## config.mk

```make
export PLATFORM = sky130hd
export DESIGN_NAME = mult_seq_ctrl_flat
export DESIGN_NICKNAME = d
export VERILOG_FILES = /design/src/rtl/mult_pkg.sv /design/src/rtl/mult_seq_ctrl_if.sv /design/src/rtl/mult_datapath.sv /design/src/rtl/mult_seq_ctrl.sv /design/src/flat_wrapper.sv
export SDC_FILE = /design/constraint.sdc
export NUM_CORES = 1
export LEC_CHECK = 0
export BUFFER_PORTS_ARGS = -buffer_cell sky130_fd_sc_hd__buf_4
export CORE_AREA = 5 5 91 93
export DETAILED_ROUTE_END_ITERATION = 10
export DIE_AREA = 0 0 96 98
export GPL_TIMING_DRIVEN = 0
export PLACE_DENSITY_LB_ADDON = 0.1
export REMOVE_ABC_BUFFERS = 1
export SYNTH_ARGS = -nofsm -noshare
export SYNTH_HDL_FRONTEND = slang
export SYNTH_SLANG_ARGS = --single-unit
export TNS_END_PERCENT = 20
```

## constraint.sdc

```tcl
create_clock -name clk -period 2.7 [get_ports clk]
set_input_delay 0.54 -clock clk [delete_from_list [all_inputs] [get_ports clk]]
set_output_delay 0.54 -clock clk [all_outputs]
set_load 0.02 [all_outputs]
```

## src/rtl/mult_pkg.sv

```systemverilog
// Shared types and constants for the sequential shift-and-add multiplier.
package mult_pkg;

  localparam int unsigned DEFAULT_WIDTH = 4;

  typedef enum logic [1:0] {
    IDLE = 2'd0,
    RUN  = 2'd1,
    DONE = 2'd2
  } state_e;

  // Iteration counter must hold WIDTH itself.
  function automatic int unsigned cnt_width(input int unsigned w);
    return $clog2(w + 1);
  endfunction

endpackage

```

## src/rtl/mult_seq_ctrl_if.sv

```systemverilog
// Start/done handshake and operand/product bus of the shared multiplier.
interface mult_seq_ctrl_if
  import mult_pkg::*;
#(
  parameter int unsigned WIDTH = DEFAULT_WIDTH
);

  logic                 start;
  logic [WIDTH-1:0]     a;
  logic [WIDTH-1:0]     b;
  logic                 busy;
  logic                 done;
  logic [2*WIDTH-1:0]   product;

  modport master (
    output start, a, b,
    input  busy, done, product
  );

  modport slave (
    input  start, a, b,
    output busy, done, product
  );

endinterface

```

## src/rtl/mult_datapath.sv

```systemverilog
// Registered add/shift datapath: accumulator plus shifting operand copies.
module mult_datapath
  import mult_pkg::*;
#(
  parameter int unsigned WIDTH = DEFAULT_WIDTH
) (
  input  logic               clk,
  input  logic               rst_n,
  input  logic               load,
  input  logic               step,
  input  logic [WIDTH-1:0]   a,
  input  logic [WIDTH-1:0]   b,
  output logic               lsb,
  output logic [2*WIDTH-1:0] acc,
  output logic [2*WIDTH-1:0] sum_c
);

  localparam int unsigned PW = 2 * WIDTH;

  logic [PW-1:0]    a_sh;
  logic [WIDTH-1:0] b_sh;

  // Accumulator plus the current partial product; cannot overflow PW bits.
  assign sum_c = acc + a_sh;
  assign lsb   = b_sh[0];

  always_ff @(posedge clk or negedge rst_n) begin
    if (!rst_n) begin
      acc  <= '0;
      a_sh <= '0;
      b_sh <= '0;
    end else if (load) begin
      acc  <= '0;
      a_sh <= PW'(a);
      b_sh <= b;
    end else if (step) begin
      if (lsb) acc <= sum_c;
      a_sh <= a_sh << 1;
      b_sh <= b_sh >> 1;
    end
  end

endmodule

```

## src/rtl/mult_seq_ctrl.sv

```systemverilog
// Sequential multiplier controller: FSM, iteration count and product register.
module mult_seq_ctrl
  import mult_pkg::*;
#(
  parameter int unsigned WIDTH = DEFAULT_WIDTH
) (
  input logic            clk,
  input logic            rst_n,
  mult_seq_ctrl_if.slave bus
);

  localparam int unsigned PW    = 2 * WIDTH;
  localparam int unsigned CNT_W = cnt_width(WIDTH);

  state_e             state_q;
  state_e             state_d;
  logic [CNT_W-1:0]   cnt_q;
  logic [PW-1:0]      product_q;
  logic               busy_q;
  logic               done_q;

  logic               load_c;
  logic               step_c;
  logic               last_c;
  logic               lsb;
  logic [PW-1:0]      acc;
  logic [PW-1:0]      sum_c;

  mult_datapath #(.WIDTH(WIDTH)) u_dp (
    .clk   (clk),
    .rst_n (rst_n),
    .load  (load_c),
    .step  (step_c),
    .a     (bus.a),
    .b     (bus.b),
    .lsb   (lsb),
    .acc   (acc),
    .sum_c (sum_c)
  );

  // State register.
  always_ff @(posedge clk or negedge rst_n) begin
    if (!rst_n) state_q <= IDLE;
    else        state_q <= state_d;
  end

  // Next-state logic; start is only looked at in IDLE.
  always_comb begin
    state_d = state_q;
    case (state_q)
      IDLE:    if (bus.start) state_d = RUN;
      RUN:     if (cnt_q == CNT_W'(1)) state_d = DONE;
      DONE:    state_d = IDLE;
      default: state_d = IDLE;
    endcase
  end

  // Datapath strobes decoded from the current state.
  always_comb begin
    load_c = 1'b0;
    step_c = 1'b0;
    last_c = 1'b0;
    case (state_q)
      IDLE:    load_c = bus.start;
      RUN: begin
        step_c = 1'b1;
        last_c = (cnt_q == CNT_W'(1));
      end
      default: ;
    endcase
  end

  // Counter, product and handshake flags; flags follow the next state so they line up with it.
  always_ff @(posedge clk or negedge rst_n) begin
    if (!rst_n) begin
      cnt_q     <= '0;
      product_q <= '0;
      busy_q    <= 1'b0;
      done_q    <= 1'b0;
    end else begin
      if (load_c)      cnt_q <= CNT_W'(WIDTH);
      else if (step_c) cnt_q <= cnt_q - CNT_W'(1);
      if (last_c) product_q <= lsb ? sum_c : acc;
      busy_q <= (state_d != IDLE);
      done_q <= (state_d == DONE);
    end
  end

  assign bus.busy    = busy_q;
  assign bus.done    = done_q;
  assign bus.product = product_q;

endmodule

```

## src/flat_wrapper.sv

```systemverilog
// flat-port wrapper written by rule: the top's interface ports become plain ports
module mult_seq_ctrl_flat import mult_pkg::*;
#(
  parameter int unsigned WIDTH = DEFAULT_WIDTH
)
  (clk, rst_n, bus_start, bus_a, bus_b, bus_busy, bus_done, bus_product);
  mult_seq_ctrl_if #(.WIDTH(WIDTH)) bus_i ();
  input logic clk;
  input logic rst_n;
  input wire logic [$bits(bus_i.start)-1:0] bus_start;
  input wire logic [$bits(bus_i.a)-1:0] bus_a;
  input wire logic [$bits(bus_i.b)-1:0] bus_b;
  output wire logic [$bits(bus_i.busy)-1:0] bus_busy;
  output wire logic [$bits(bus_i.done)-1:0] bus_done;
  output wire logic [$bits(bus_i.product)-1:0] bus_product;
  assign bus_i.start = bus_start;
  assign bus_i.a = bus_a;
  assign bus_i.b = bus_b;
  assign bus_busy = bus_i.busy;
  assign bus_done = bus_i.done;
  assign bus_product = bus_i.product;
  mult_seq_ctrl #(.WIDTH(WIDTH)) u_core (.clk(clk), .rst_n(rst_n), .bus(bus_i));
endmodule
```

=== After elaboration in Yosys (flattened, before gate mapping) ===
Cells that the tools add are included.

* Register bits: 35
* Bits of input ports: 11
* Output and inout bits: 10

* Add/sub/neg operators: 2
* Equality and inequality tests: 3
* Muxes and demuxes: 15
* Reductions and logical operators: 3

{| class="wikitable"
|+ Operators by type and width
! cell !! number
|-
| 2-to-1 mux 8 bit || 5
|-
| adder 8 bit || 1
|-
| 2-to-1 mux 4 bit || 2
|-
| 2-to-1 mux 3 bit || 2
|-
| 2-to-1 mux 2 bit || 2
|-
| one-hot mux 2 bit (2 select lines) || 1
|-
| nonzero test 2 bit || 2
|-
| == test 3 x 1 -> 1 bit, second input constant || 1
|-
| 2-to-1 mux 1 bit || 3
|-
| subtractor 3 x 1 -> 3 bit, second input constant || 1
|-
| == test 2 x 1 -> 1 bit, second input constant || 1
|-
| == test 2 bit, second input constant || 1
|-
| zero test 2 bit || 1
|}

=== Longest topological paths before layout ===
* Word-level depth: 4
* Gate-level depth with buffers: 8
* Gate-level depth less buffers: 8

=== Modules after synthesis ===
Synthesis repeated with hierarchy kept, for this count alone.

* Cell total of the unflattened synthesis: 187
* Area, all modules: 1,859.3 µm²

{| class="wikitable"
|+ By module, submodules not included
! module !! instances !! cells an instance !! area each (µm²) !! sequential area each (µm²)
|-
| mult_datapath || 1 || 123 || 1,158.6 || 500.5
|-
| mult_seq_ctrl || 1 || 64 || 700.7 || 375.4
|}

=== Worst setup path before layout ===
OpenSTA, ideal clock, no wires.

* Path kind: register to register
* Start: register u_core.u_dp.a_sh[0]
* End: register u_core.product_q[6] (netlist: u_core.bus.product[6])
* Setup time: 0.077 ns
* Data arrival time: 1.810 ns
* Setup slack: 0.813 ns
* Cell stages (with the launch flop): 9
* Buffers on the path: 0
* Period minus slack after synthesis: 1.887 ns
* Cell sequence: dfrtp_1 ha_1 fa_1 a21oi_1 o21ai_0 a21oi_1 xnor2_1 mux2i_1 a21oi_1

* Longest elaborated chain between the ends: 2

{| class="wikitable"
|+ Ends and longest elaborated chain
! element !! line !! source
|-
| from (decl) || mult_datapath.sv:20 || <nowiki>logic [PW-1:0] a_sh;</nowiki>
|-
| from (signal assigned) || mult_datapath.sv:34 || <nowiki>a_sh <= PW'(a);</nowiki>
|-
| from (signal assigned) || mult_datapath.sv:38 || <nowiki>a_sh <= a_sh << 1;</nowiki>
|-
| adder 8 bit || mult_datapath.sv:24 || <nowiki>assign sum_c = acc + a_sh;</nowiki>
|-
| 2-to-1 mux 8 bit || mult_seq_ctrl.sv:83 || <nowiki>if (last_c) product_q <= lsb ? sum_c : acc;</nowiki>
|-
| to (signal assigned) || mult_seq_ctrl.sv:83 ||
|-
| to (decl) || mult_seq_ctrl.sv:18 || <nowiki>logic [PW-1:0] product_q;</nowiki>
|}

Every way passes these cells.
A chain may end at the register's enable or synchronous reset.

=== Worst setup path after layout ===
* Start: register u_core.state_q[0]
* End: register u_core.product_q[2] (netlist: u_core.bus.product[2])

* Longest elaborated chain between the ends: 2

{| class="wikitable"
|+ Ends and longest elaborated chain
! element !! line !! source
|-
| from (decl) || mult_seq_ctrl.sv:15 || <nowiki>state_e state_q;</nowiki>
|-
| from (signal assigned) || mult_seq_ctrl.sv:44 || <nowiki>else state_q <= state_d;</nowiki>
|-
| == test 2 x 1 -> 1 bit || mult_seq_ctrl.sv:63 || <nowiki>case (state_q)</nowiki>
|-
| 2-to-1 mux 1 bit || mult_seq_ctrl.sv:63 ||
|}

Every way passes these cells.

==> results.rst <==
.. list-table::
   :header-rows: 1

   * - Metric
     - Value
   * - Largest net degree at the start of global routing
     - 36
   * - Switching power total
     - 0.970 mW
   * - Die Outline Area
     - 9410 um^2
   * - Ordered cell list for the critical path
     - nor2b_1 -> and2_1 -> mux2i_1
   * - First-pass iteration count of the detailed router
     - 4
   * - Top delay family on crit path
     - simple AND/OR/NAND/NOR gates
   * - Power share of the sequential group
     - 0.402
   * - Maximum fanout along the worst path
     - 16
   * - Count of flip-flops with a built-in enable after synthesis
     - 0
   * - Worst Path Arrival
     - 2.57 ns
   * - Initial cell density of the core
     - 0.241
   * - Net total in the final layout
     - 213
   * - PortBufs
     - 20
   * - IO Count
     - 21
   * - End of the worst register-to-register path
     - u_core.bus.product[2]
   * - Final WS setup
     - 0.342 ns
   * - CTS tree
     - done
   * - Floorplan die height
     - 98 um
   * - Mapped Area
     - 1790 um^2
   * - Depth of the worst register-to-register path
     - 3
   * - Distinct cells, synth
     - 36
   * - Row Count
     - 32
   * - Number of antenna violations at the first check in global routing
     - 0
   * - Final core utilization
     - 0.284
   * - Via count
     - 1,326
   * - Total of endpoints with negative setup slack in the final report
     - 0
   * - End point of the critical path
     - u_core.bus.product[2]
   * - Global-route usage over all layers
     - 0.0933
   * - Slew at the pin closest to its max-slew limit
     - 0.938 ns
   * - Post-layout power
     - 2.33 mW
   * - Dpl ws
     - 0.284 ns
   * - #FFs+latches synth
     - 35
   * - Clock share of power
     - 0.157
   * - Setup TNS Final
     - 0 ns
   * - Combinational Power Share
     - 0.441
   * - Residual DRC count
     - 0
   * - Crit Reg-Reg Startpoint
     - u_core.state_q[0]
   * - Power density over cell area
     - 1100 nW/um^2
   * - Type of the worst min-delay path
     - primary input to asynchronous set/reset pin
   * - Final min period
     - 2.36 ns
   * - Max-Slew Margin vs Limit
     - 0.373
   * - Via count of the first global-routing pass
     - 1,375
   * - Total clock buffers created by CTS
     - 5
   * - Wire length of the first global-routing pass
     - 6.84 mm
   * - VDD IR-drop max
     - 257 uV
   * - Later-pin clock latency in the skew report
     - 0.28 ns
   * - Average wire per standard cell
     - 13.3 um
   * - Number of buffers inserted by hold repair at cts
     - 0
   * - Worst setup path start
     - u_core.state_q[0]
   * - Finished Cell Area
     - 2120 um^2
   * - Fraction of the yosys area taken by sequential cells
     - 0.488
   * - Pins Over Slew Limit
     - 0
   * - Longest individual stage delay on the worst path
     - 0.81 ns
   * - Overall die width
     - 96 um
   * - Cells after Synth
     - 173
   * - Number of diodes added for antenna fixing
     - 0
   * - Detailed-route vias per instance
     - 4.49
   * - # Post-CTS Setup Buffers
     - 0
   * - Iteration-0 DRC Markers
     - 31
   * - Total overflow reported by the global router
     - 0
   * - Setup repair after global routing missed its margin
     - false
   * - Type of the worst setup path
     - flop to flop
   * - Clock skew
     - 0.00432 ns
   * - Async set-reset flop share out of synthesis
     - 1.00
   * - Global placer's final weighted congestion
     - 0.803
   * - Fin crit share
     - 0.873
   * - Primary FF master, synth
     - sky130_fd_sc_hd__dfrtp_1
   * - Cell-internal power
     - 1.36 mW
   * - Number of buffers and inverters on the critical path
     - 0
   * - Leakage
     - 0.950 nW
   * - Critical path required time
     - 2.91 ns
   * - Max Root-Sink Buffers
     - 2
   * - Switching portion of total power
     - 0.415
   * - Clock root cell
     - sky130_fd_sc_hd__clkbuf_8
   * - Clock sinks
     - 35
   * - Placed standard-cell area
     - 2030 um^2
   * - Area of the placeable core
     - 7450 um^2
   * - Clock-pin slew reported for the worst setup and hold paths after clock tree synthesis
     - 0.07 ns
   * - Highest-delay cell along the critical path
     - sky130_fd_sc_hd__nor2b_1
   * - Number of cells on the critical path
     - 3
   * - Post_cts resized
     - 0
   * - Outcome
     - finished clean
   * - Register-to-Register Setup Slack
     - 0.34 ns
   * - Syn_area_per_cell
     - 10.4 um^2
   * - Max Cap Viol
     - 0
   * - Half-perimeter wire length of the detailed placement result
     - 2.85 mm
   * - Startpoint Class
     - flop
   * - Maximum achievable frequency
     - 424 MHz
   * - Warning count from the yosys run
     - 0
   * - Relative area change from synthesis to final layout
     - 17.9%
   * - Layout cells sized above 1
     - 0.166
   * - Hold Violations, Final
     - 0
   * - Remaining number of nets flagged by the antenna check after routing
     - 0
   * - Worst Setup End Kind
     - flop
   * - Maximum level of the CTS H-tree
     - 2
   * - Total length of routed wires
     - 3.93 mm
## cells in the mapped netlist, types with 4 or more instances
cell type                 instances  area, um^2
sky130_fd_sc_hd__nand2_1         10        37.5
sky130_fd_sc_hd__inv_1            4        15.0
sky130_fd_sc_hd__a22o_1          10        87.6
sky130_fd_sc_hd__nor2_1          10        37.5
sky130_fd_sc_hd__dfrtp_1         35         876
sky130_fd_sc_hd__mux2i_1          7        70.1
sky130_fd_sc_hd__ha_1             9         113
sky130_fd_sc_hd__nor2b_1         11        68.8
sky130_fd_sc_hd__o21ai_0         14        70.1
sky130_fd_sc_hd__a22oi_1          5        37.5
sky130_fd_sc_hd__a21oi_1         22         110
## power by group through the flow
stage | sequential, mW | combinational [mW] | clock, mW
4_1_cts | 0.944 | 1.06 | 0.385
3_5_place_dp | 0.953 | 1.05 | 0
3_3_place_gp | 0.947 | 1.02 | 0
5_1_grt | 0.980 | 1.17 | 0.409
6_report | 0.939 | 1.03 | 0.366
2_1_floorplan | 0.984 | 0.655 | 0
## worst min path at each step
stage,endpoint,startpoint
2_1_floorplan,u_core.bus.busy,rst_n
3_3_place_gp,u_core.u_dp.b_sh[3],u_core.u_dp.b_sh[3]
3_5_place_dp,u_core.u_dp.b_sh[3],u_core.u_dp.b_sh[3]
4_1_cts,u_core.u_dp.acc[0],rst_n
5_1_grt,u_core.bus.product[0],rst_n
6_report,u_core.bus.product[0],rst_n
## metrics by stage
step,hold slack (ns),cells
global placement,0.506,287
global route,0.236,295
floorplan,0.244,165
finish,0.206,295
CTS,0.220,295
detailed placement,0.512,287
## per-layer routing
| metal | track usage | wire, um | vias up |
|---|---|---|---|
| met3 | 0.0277 | 137 | 4 |
| li1 | - | - | 651 |
| met4 | 0.0328 | 35 | 0 |
| met5 | 0 | 0 | - |
| met1 | 0.122 | 1820 | 651 |
| met2 | 0.145 | 1940 | 20 |
## sequential cells by signal (all words and copies together), names as in the netlist
register            count
u_core.bus.busy         1
u_core.bus.done         1
u_core.bus.product      8
u_core.cnt_q            3
u_core.state_q          2
u_core.u_dp.a_sh        8
u_core.u_dp.acc         8
u_core.u_dp.b_sh        4
## layout by cell type, fill, tap and decap left out, types with 2 or more instances in the layout
master	Yosys	layout
sky130_fd_sc_hd__a21oi_1	22	22
sky130_fd_sc_hd__a22o_1	10	10
sky130_fd_sc_hd__a22oi_1	5	5
sky130_fd_sc_hd__and2_1	3	3
sky130_fd_sc_hd__buf_4	1	20
sky130_fd_sc_hd__clkbuf_1	3	2
sky130_fd_sc_hd__clkbuf_8	0	5
sky130_fd_sc_hd__dfrtp_1	35	35
sky130_fd_sc_hd__ha_1	9	9
sky130_fd_sc_hd__inv_1	4	4
sky130_fd_sc_hd__mux2i_1	7	7
sky130_fd_sc_hd__nand2_1	10	10
sky130_fd_sc_hd__nand3_1	2	2
sky130_fd_sc_hd__nor2_1	10	10
sky130_fd_sc_hd__nor2b_1	11	11
sky130_fd_sc_hd__o21ai_0	14	14
sky130_fd_sc_hd__xnor2_1	3	3
sky130_fd_sc_hd__xor2_1	3	3
## area by class of cell
type	instances	area (um^2)
clock buffer	7	76.3
clock inverter	1	5.00
fill	826	5330
inverter	5	18.8
multi-input combinational	125	862
sequential	35	876
tap	102	128
timing repair buffer	20	150
## cells by family after synthesis
| logic type | synth area share |
|---|---|
| compound gates | 0.213 |
| xor+xnor | 0.0293 |
| mux | 0.0391 |
| fa+ha+maj | 0.0739 |
| simple gates | 0.125 |
| flops | 0.488 |
| buf+inv | 0.0314 |
No activity file was read; power rests on OpenSTA's default activity.
